[src/rtl/toggle_sched.sv]
// Round-robin scheduler sharing one toggle flop among NREQ requesters; a grant commits (q flips) DELAY edges later unless aborted.
// Latency: grant edge E, commit edge E+DELAY, then one idle edge before the next grant. A waiting request simply stays pending.
module toggle_sched #(
    parameter int NREQ  = 4,
    parameter int DELAY = 2
) (
    input  logic            clock,
    input  logic            reset,
    input  logic [NREQ-1:0] req,
    input  logic            abort,
    output logic [NREQ-1:0] gnt,
    output logic [NREQ-1:0] done,
    output logic            aborted,
    output logic            busy,
    output logic            q,
    output logic [15:0]     toggle_count
);

    localparam int PW = (NREQ > 1) ? $clog2(NREQ) : 1;
    localparam int CW = $clog2(DELAY + 1);

    typedef enum logic {IDLE, WAIT} state_t;

    state_t          r_state, w_state_nxt;
    logic [CW-1:0]   r_cnt, w_cnt_nxt;
    logic [PW-1:0]   r_sel, w_sel_nxt;
    logic [PW-1:0]   r_rr_ptr, w_rr_ptr_nxt;
    logic [NREQ-1:0] r_gnt, w_gnt_nxt;
    logic [NREQ-1:0] r_done, w_done_nxt;
    logic            r_aborted, w_aborted_nxt;
    logic            r_q, w_q_nxt;
    logic [15:0]     r_count, w_count_nxt;

    logic [PW-1:0]   w_pick;
    logic            w_found;
    logic [PW-1:0]   w_sel_inc;

    // First requester at or after the round-robin pointer, wrapping modulo NREQ.
    always_comb begin
        logic [PW-1:0] v_k;
        w_pick  = '0;
        w_found = 1'b0;
        v_k     = '0;
        for (int i = 0; i < NREQ; i++) begin
            v_k = PW'((int'(r_rr_ptr) + i) % NREQ);
            if (!w_found && req[v_k]) begin
                w_found = 1'b1;
                w_pick  = v_k;
            end
        end
    end

    assign w_sel_inc = (r_sel == PW'(NREQ - 1)) ? '0 : r_sel + 1'b1;

    always_comb begin
        w_state_nxt   = r_state;
        w_cnt_nxt     = r_cnt;
        w_sel_nxt     = r_sel;
        w_rr_ptr_nxt  = r_rr_ptr;
        w_gnt_nxt     = r_gnt;
        w_done_nxt    = '0;
        w_aborted_nxt = 1'b0;
        w_q_nxt       = r_q;
        w_count_nxt   = r_count;
        case (r_state)
            IDLE: begin
                if (w_found) begin
                    w_sel_nxt   = w_pick;
                    w_gnt_nxt   = {{(NREQ-1){1'b0}}, 1'b1} << w_pick;
                    w_cnt_nxt   = CW'(DELAY);
                    w_state_nxt = WAIT;
                end
            end
            WAIT: begin
                // abort wins even on the commit edge
                if (abort) begin
                    w_aborted_nxt = 1'b1;
                    w_gnt_nxt     = '0;
                    w_rr_ptr_nxt  = w_sel_inc;
                    w_state_nxt   = IDLE;
                end else if (r_cnt == CW'(1)) begin
                    w_q_nxt      = ~r_q;
                    w_done_nxt   = r_gnt;
                    w_count_nxt  = r_count + 16'd1;
                    w_gnt_nxt    = '0;
                    w_rr_ptr_nxt = w_sel_inc;
                    w_state_nxt  = IDLE;
                end else begin
                    w_cnt_nxt = r_cnt - CW'(1);
                end
            end
            default: w_state_nxt = IDLE;
        endcase
    end

    always_ff @(posedge clock or posedge reset) begin
        if (reset) begin
            r_state   <= IDLE;
            r_cnt     <= '0;
            r_sel     <= '0;
            r_rr_ptr  <= '0;
            r_gnt     <= '0;
            r_done    <= '0;
            r_aborted <= 1'b0;
            r_q       <= 1'b0;
            r_count   <= '0;
        end else begin
            r_state   <= w_state_nxt;
            r_cnt     <= w_cnt_nxt;
            r_sel     <= w_sel_nxt;
            r_rr_ptr  <= w_rr_ptr_nxt;
            r_gnt     <= w_gnt_nxt;
            r_done    <= w_done_nxt;
            r_aborted <= w_aborted_nxt;
            r_q       <= w_q_nxt;
            r_count   <= w_count_nxt;
        end
    end

    assign gnt          = r_gnt;
    assign done         = r_done;
    assign aborted      = r_aborted;
    assign busy         = (r_state == WAIT);
    assign q            = r_q;
    assign toggle_count = r_count;

endmodule

[config.mk]
export PLATFORM = sky130hd
export DESIGN_NAME = toggle_sched
export DESIGN_NICKNAME = d
export VERILOG_FILES = /design/src/rtl/toggle_sched.sv
export SDC_FILE = /design/constraint.sdc
export NUM_CORES = 1
export LEC_CHECK = 0
export ABC_AREA = 1
export CAP_MARGIN = 25
export CORE_MARGIN = 3
export CORE_UTILIZATION = 42
export CTS_CLUSTER_SIZE = 28
export DETAILED_ROUTE_END_ITERATION = 12
export GPL_TIMING_DRIVEN = 0
export HOLD_SLACK_MARGIN = 0.15
export PLACE_DENSITY = 0.67
export SLEW_MARGIN = 20
export SYNTH_ARGS = -nofsm -noshare
export SYNTH_HDL_FRONTEND = slang
export SYNTH_SLANG_ARGS = --single-unit
[constraint.sdc]
create_clock -name clock -period 4.7 [get_ports clock]
set_input_delay 0.705 -clock clock [delete_from_list [all_inputs] [get_ports clock]]
set_output_delay 0.705 -clock clock [all_outputs]
set_load 0.1 [all_outputs]
Yosys cells after proc, flatten, opt, wreduce, memory -nomap -nowiden
Index checks and enable logic that the tools add are counted.
{"block": "totals", "reg_bits": 33, "input_bits": 7, "out_inout_bits": 27}
{"block": "op_classes", "addsub": 6, "n_lt_le_gt_ge": 4, "n_eq_ne": 6, "shift": 1, "muxes": 36, "bitwise": 3, "reduce_logical": 12}
{"cell": "4-bit 2-to-1 mux", "n": 6}
{"cell": "2-bit 2-to-1 mux", "n": 10}
{"cell": "16-bit by 1-bit adder with 16-bit output (second input constant)", "n": 1}
{"cell": "1-bit 2-to-1 mux", "n": 13}
{"cell": "2-bit by 3-bit < comparator with 1-bit output (second input constant)", "n": 4}
{"cell": "1-bit binary-select mux with 2-bit select", "n": 4}
{"cell": "4-bit case mux with 2 select lines", "n": 1}
{"cell": "2-bit inequality test (second input constant)", "n": 3}
{"cell": "2-bit AND reduction", "n": 3}
{"cell": "3-bit AND reduction", "n": 2}
{"cell": "2-bit by 1-bit adder with 2-bit output (second input constant)", "n": 2}
{"cell": "2-bit adder (second input constant)", "n": 2}
{"cell": "2-bit case mux with 2 select lines", "n": 1}
{"cell": "1-bit by 2-bit << shifter with 4-bit output (first input constant)", "n": 1}
{"cell": "1-bit logical AND", "n": 3}
{"cell": "1-bit logical NOT", "n": 3}
{"cell": "3-bit by 2-bit inequality test with 1-bit output (second input constant)", "n": 1}
{"cell": "1-bit inverter", "n": 3}
{"cell": "2-bit by 1-bit == test with 1-bit output (second input constant)", "n": 1}
{"cell": "2-bit == test (second input constant)", "n": 1}
{"cell": "1-bit case mux with 2 select lines", "n": 1}
{"cell": "2-bit nonzero test", "n": 1}
{"cell": "2-bit by 1-bit subtractor with 2-bit output (second input constant)", "n": 1}

Depth between registers and ports, before layout
Gate-level depths: netlist of run 1.
{"block": "logic_depth", "ltp_word": 15, "depth_mapped": 13, "mapped_depth_nobuf": 12}

Worst setup path before layout of run 1
OpenSTA, ideal clock, no wires.
{"block": "synth_timing", "kind": "register to register", "from": "register r_count[1], in the netlist toggle_count[1]", "to": "register r_count[14], in the netlist toggle_count[14]", "t_arrival_ns": 2.274, "required_ns": 4.578, "path_slack_ns": 2.304, "path_stages_with_launch": 11, "n_path_buf": 0, "synth_period_minus_slack_ns": 2.396, "path_cell_list": "dfrtp_1 > ha_1 > nand3_1 > nor2_4 > nand3_2 > nor2_4 > nand3_2 > nor2_4 > nand3_1 > nand2_1 > nand2_1"}
{"block": "synth_between", "elab_chain_cells": 1}
{"element": "start: declaration", "line_no": "32", "text": "logic [15:0] r_count, w_count_nxt;"}
{"element": "start signal: assignment", "line_no": "116", "text": "r_count <= w_count_nxt;"}
{"element": "16-bit by 1-bit adder with 16-bit output", "line_no": "84", "text": "w_count_nxt = r_count + 16'd1;"}
Every way passes these cells.
A chain may end at the register's enable or synchronous reset.

Final worst setup path of run 1
{"block": "layout_timing", "from": "register r_state, in the netlist busy", "to": "output port busy"}
{"element": "start: declaration", "line_no": "24", "text": "state_t r_state, w_state_nxt;"}
{"element": "start signal: assignment", "line_no": "108", "text": "r_state <= w_state_nxt;"}
{"element": "end: declaration", "line_no": "14", "text": "output logic busy,"}
No word-level cell between the ends.

==> results of run 1 <==
cells by family (layout without fill, tap and decap cells):
| family | count (synthesis) | count (layout) | share of synthesized area |
|---|---|---|---|
| AND/OR/NAND/NOR | 115 | 115 | 0.329 |
| flip-flops | 33 | 33 | 0.471 |
| buffers and inverters | 29 | 70 | 0.0678 |
| XOR/XNOR | 14 | 14 | 0.0699 |
| AO/OA/AOI/OAI | 12 | 12 | 0.0414 |
| adder cells (fa/ha/maj) | 3 | 3 | 0.0214 |
path summary, 6_finish.rpt:
kind | from | to
max | busy$_DFF_PP0_ | busy
min | q$_DFFE_PP0P_ | q$_DFFE_PP0P_
max reg2reg | r_cnt[0]$_DFFE_PP0P_ | gnt[1]$_DFFE_PP0P_
min reg2reg | q$_DFFE_PP0P_ | q$_DFFE_PP0P_
max in group asynchronous | reset | toggle_count[0]$_DFFE_PP0P_
min in group asynchronous | reset | toggle_count[11]$_DFFE_PP0P_
through the flow:
stage	utilization	setup slack (ns)	hold slack (ns)	cell area (um2)
CTS	0.579	1.96	0.476	2230
floorplan	-	2.30	0.451	1750
detailed placement	0.556	2.28	0.462	2140
global placement	0.556	2.27	0.462	2140
global route	0.579	1.93	0.491	2230
finish	0.579	1.98	0.471	2230
state kept, by name, summed over array words and instances (netlist names):
name / flops
toggle_count: 16
done: 4
gnt: 4
r_cnt: 2
r_rr_ptr: 2
r_sel: 2
aborted: 1
busy: 1
q: 1
power groups by stage:
stage	clock [uW]	combinational (uW)	sequential, uW
6_report	207	794	407
5_1_grt	226	864	416
4_1_cts	213	798	408
3_5_place_dp	0	794	412
3_3_place_gp	0	784	414
2_1_floorplan	0	379	666
layer usage:
metal  global-route usage  wire length (um)
met1                0.185              1630
met2                0.202              1350
met5                    0                 0
met3               0.0412               126
met4               0.0501                54
layout by cell type, fill, tap and decap left out, types with 2 or more instances in the layout:
cell type | synthesis | layout
a21oi_1 | 3 | 3
nand4_1 | 3 | 3
nand3_2 | 3 | 3
nand3_1 | 12 | 12
dfrtp_1 | 33 | 33
o21ai_0 | 3 | 3
clkinv_2 | 0 | 2
xnor2_1 | 4 | 4
nand2_1 | 69 | 69
inv_1 | 26 | 25
ha_1 | 3 | 3
xor2_1 | 10 | 10
nor2_4 | 5 | 5
clkbuf_8 | 0 | 5
nand2_2 | 3 | 3
nor2_2 | 2 | 2
nor2_1 | 12 | 12
clkdlybuf4s50_1 | 0 | 33
area by class of cell:
cell class              count  area, um2
well taps                  48       60.1
clock inverters             3       17.5
inverters                  27        104
multi-input cells         144        810
fillers                   351       1620
flip-flops and latches     33        826
clock buffers               5       68.8
repair buffers             33        330
plain buffers               2       15.0
worst register-to-register path, cell delays in order, from the launching register on:
cell	delay (ns)
dfrtp_1	0.40
ha_1	0.24
o21ai_0	0.52
nand2_1	0.26
o21ai_2	0.17
nand2_1	0.07
nand2_1	0.07
==> results_dict.tcl, run 1 <==
set metrics [dict create \
    status "finished, final reports clean" \
    grt_remaining_overflow 0 \
    rows 22 \
    seqPwrFrac 0.289 \
    fmax_mhz 368 \
    hold_buffers 0 \
    max-vdd-ir-drop_v 0.000356 \
    slew_headroom 0.349 \
    dr.pass1.iters 4 \
    antenna_left 0 \
    syn_area_mm2 0.00175 \
    final_max_slew_viol_count 0 \
    routedWlPerCell_um 10.7 \
    initial_core_util 0.455 \
    synth.most_common_cell "nand2_1" \
    min_path_cells 1 \
    dr_total_vias 1365 \
    crit_family "buffers and inverters" \
    critPathBufInv 1 \
    num-nets-final 256 \
    leakagePower_uw 0.00114 \
    synth_ff_type "dfrtp_1" \
    core_mm2 0.00385 \
    ys_warn_count 0 \
    synthArstFlopShare 1.00 \
    grt_pass1_vias 1164 \
    die_w_um 70.6 \
    insertion_delay_ns 0.28 \
    area_growth_pct 27.2 \
    clock_power_share 0.147 \
    hold_viol_final 0 \
    rrSetupSlack_ns 2.93 \
    drc 0 \
    syn_area_per_cell_um2 8.52 \
    numCtsBuffers 5 \
    cts_resized 0 \
    ys_ff_latch 33 \
    slowest_stage "clkdlybuf4s50_1" \
    detailed_place_hpwl_um 2420 \
    maxCapViolCount 0 \
    final.min_clock_period_ns 2.72 \
    numClockSinks 33 \
    ys_seq_area_frac 0.471 \
    fp.dieArea_mm2 0.00499 \
    final_cells 295 \
    end_kind "output port" \
    cts_tree "yes" \
    reg2reg_depth 6 \
    worstPathArrival_ns 2.01 \
    drt_iter0_drc 52 \
    ios 34 \
    drive_above_1_share 0.117 \
    cts_max_path_buffers 2 \
    track_usage 0.135 \
    h-tree-depth 2 \
    synth_area_leader_cell "dfrtp_1" \
    combPwrFrac 0.564 \
    critical-path-max-stage-delay_ns 1.20 \
    postCtsSetupBuffers 0 \
    io_buffers 33 \
    swShare 0.524 \
    worstMarginPinSlew_ns 0.973 \
    placed_cells 287 \
    cts-root-buf "clkbuf_8" \
    grt_pass1_wl_um 5380 \
    syn_nets 216 \
    die_y_um 70.6 \
    timing.setup.tns_ns 0 \
    synth_cells 206 \
    totalPowerFinal_uw 1410 \
    critical_path_depth 1 \
    antenna_found_initial 0 \
    n_antenna_cell 0 \
    critical_path.startpoint_type "register" \
    clkSlewWorstSetupHoldPaths_ns 0.07 \
    synth_area_leaders "dfrtp_1 (47%), nand2_1 (15%), inv_1 (5.6%)" \
    synth_top_area_frac 0.471 \
    critPathKind "reg2out" \
    finalWirelength_um 3160 \
    place_congestion 0.809 \
    grt_max_degree 34 \
    synth-edff-count 0 \
    fin_worst_skew_ns 0.00759 \
    hold_class "reg2reg" \
    crit_required_ns 3.99 \
    period_share 0.578 \
    setup_viol 0 \
    worstPathCellList "clkdlybuf4s50_1" \
    p_int_uw 670 \
    critPathMaxFanout 8 \
    p_per_area_mw_per_mm2 631 \
    synthTopCellsByCount "nand2_1 (69), dfrtp_1 (33), inv_1 (26), nand3_1 (12), nor2_1 (12)" \
    switching_power_uw 737 \
    ys_types 30 \
    rsz0062_at_grt "false" \
    vias_per_cell 4.63 \
]
No activity file was read; power rests on OpenSTA's default activity.
==> inputs of run 2 (changes only) <==
==> constraint.sdc (replaced) <==
create_clock -name clock -period 2.7 [get_ports clock]
set_input_delay 0.405 -clock clock [delete_from_list [all_inputs] [get_ports clock]]
set_output_delay 0.405 -clock clock [all_outputs]
set_load 0.1 [all_outputs]
==> results of run 2 <==
Same layout as run 1 (identical final DEF). Status: finished, final reports clean.
Among the figures that moved: setup slack after placement 2.28 ns -> 0.582 ns; setup slack after layout 1.98 ns -> 0.284 ns; register-to-register setup slack 2.93 ns -> 0.93 ns; total power 1410 uW -> 2450 uW; worst IR drop on VDD 0.000356 V -> 0.000620 V
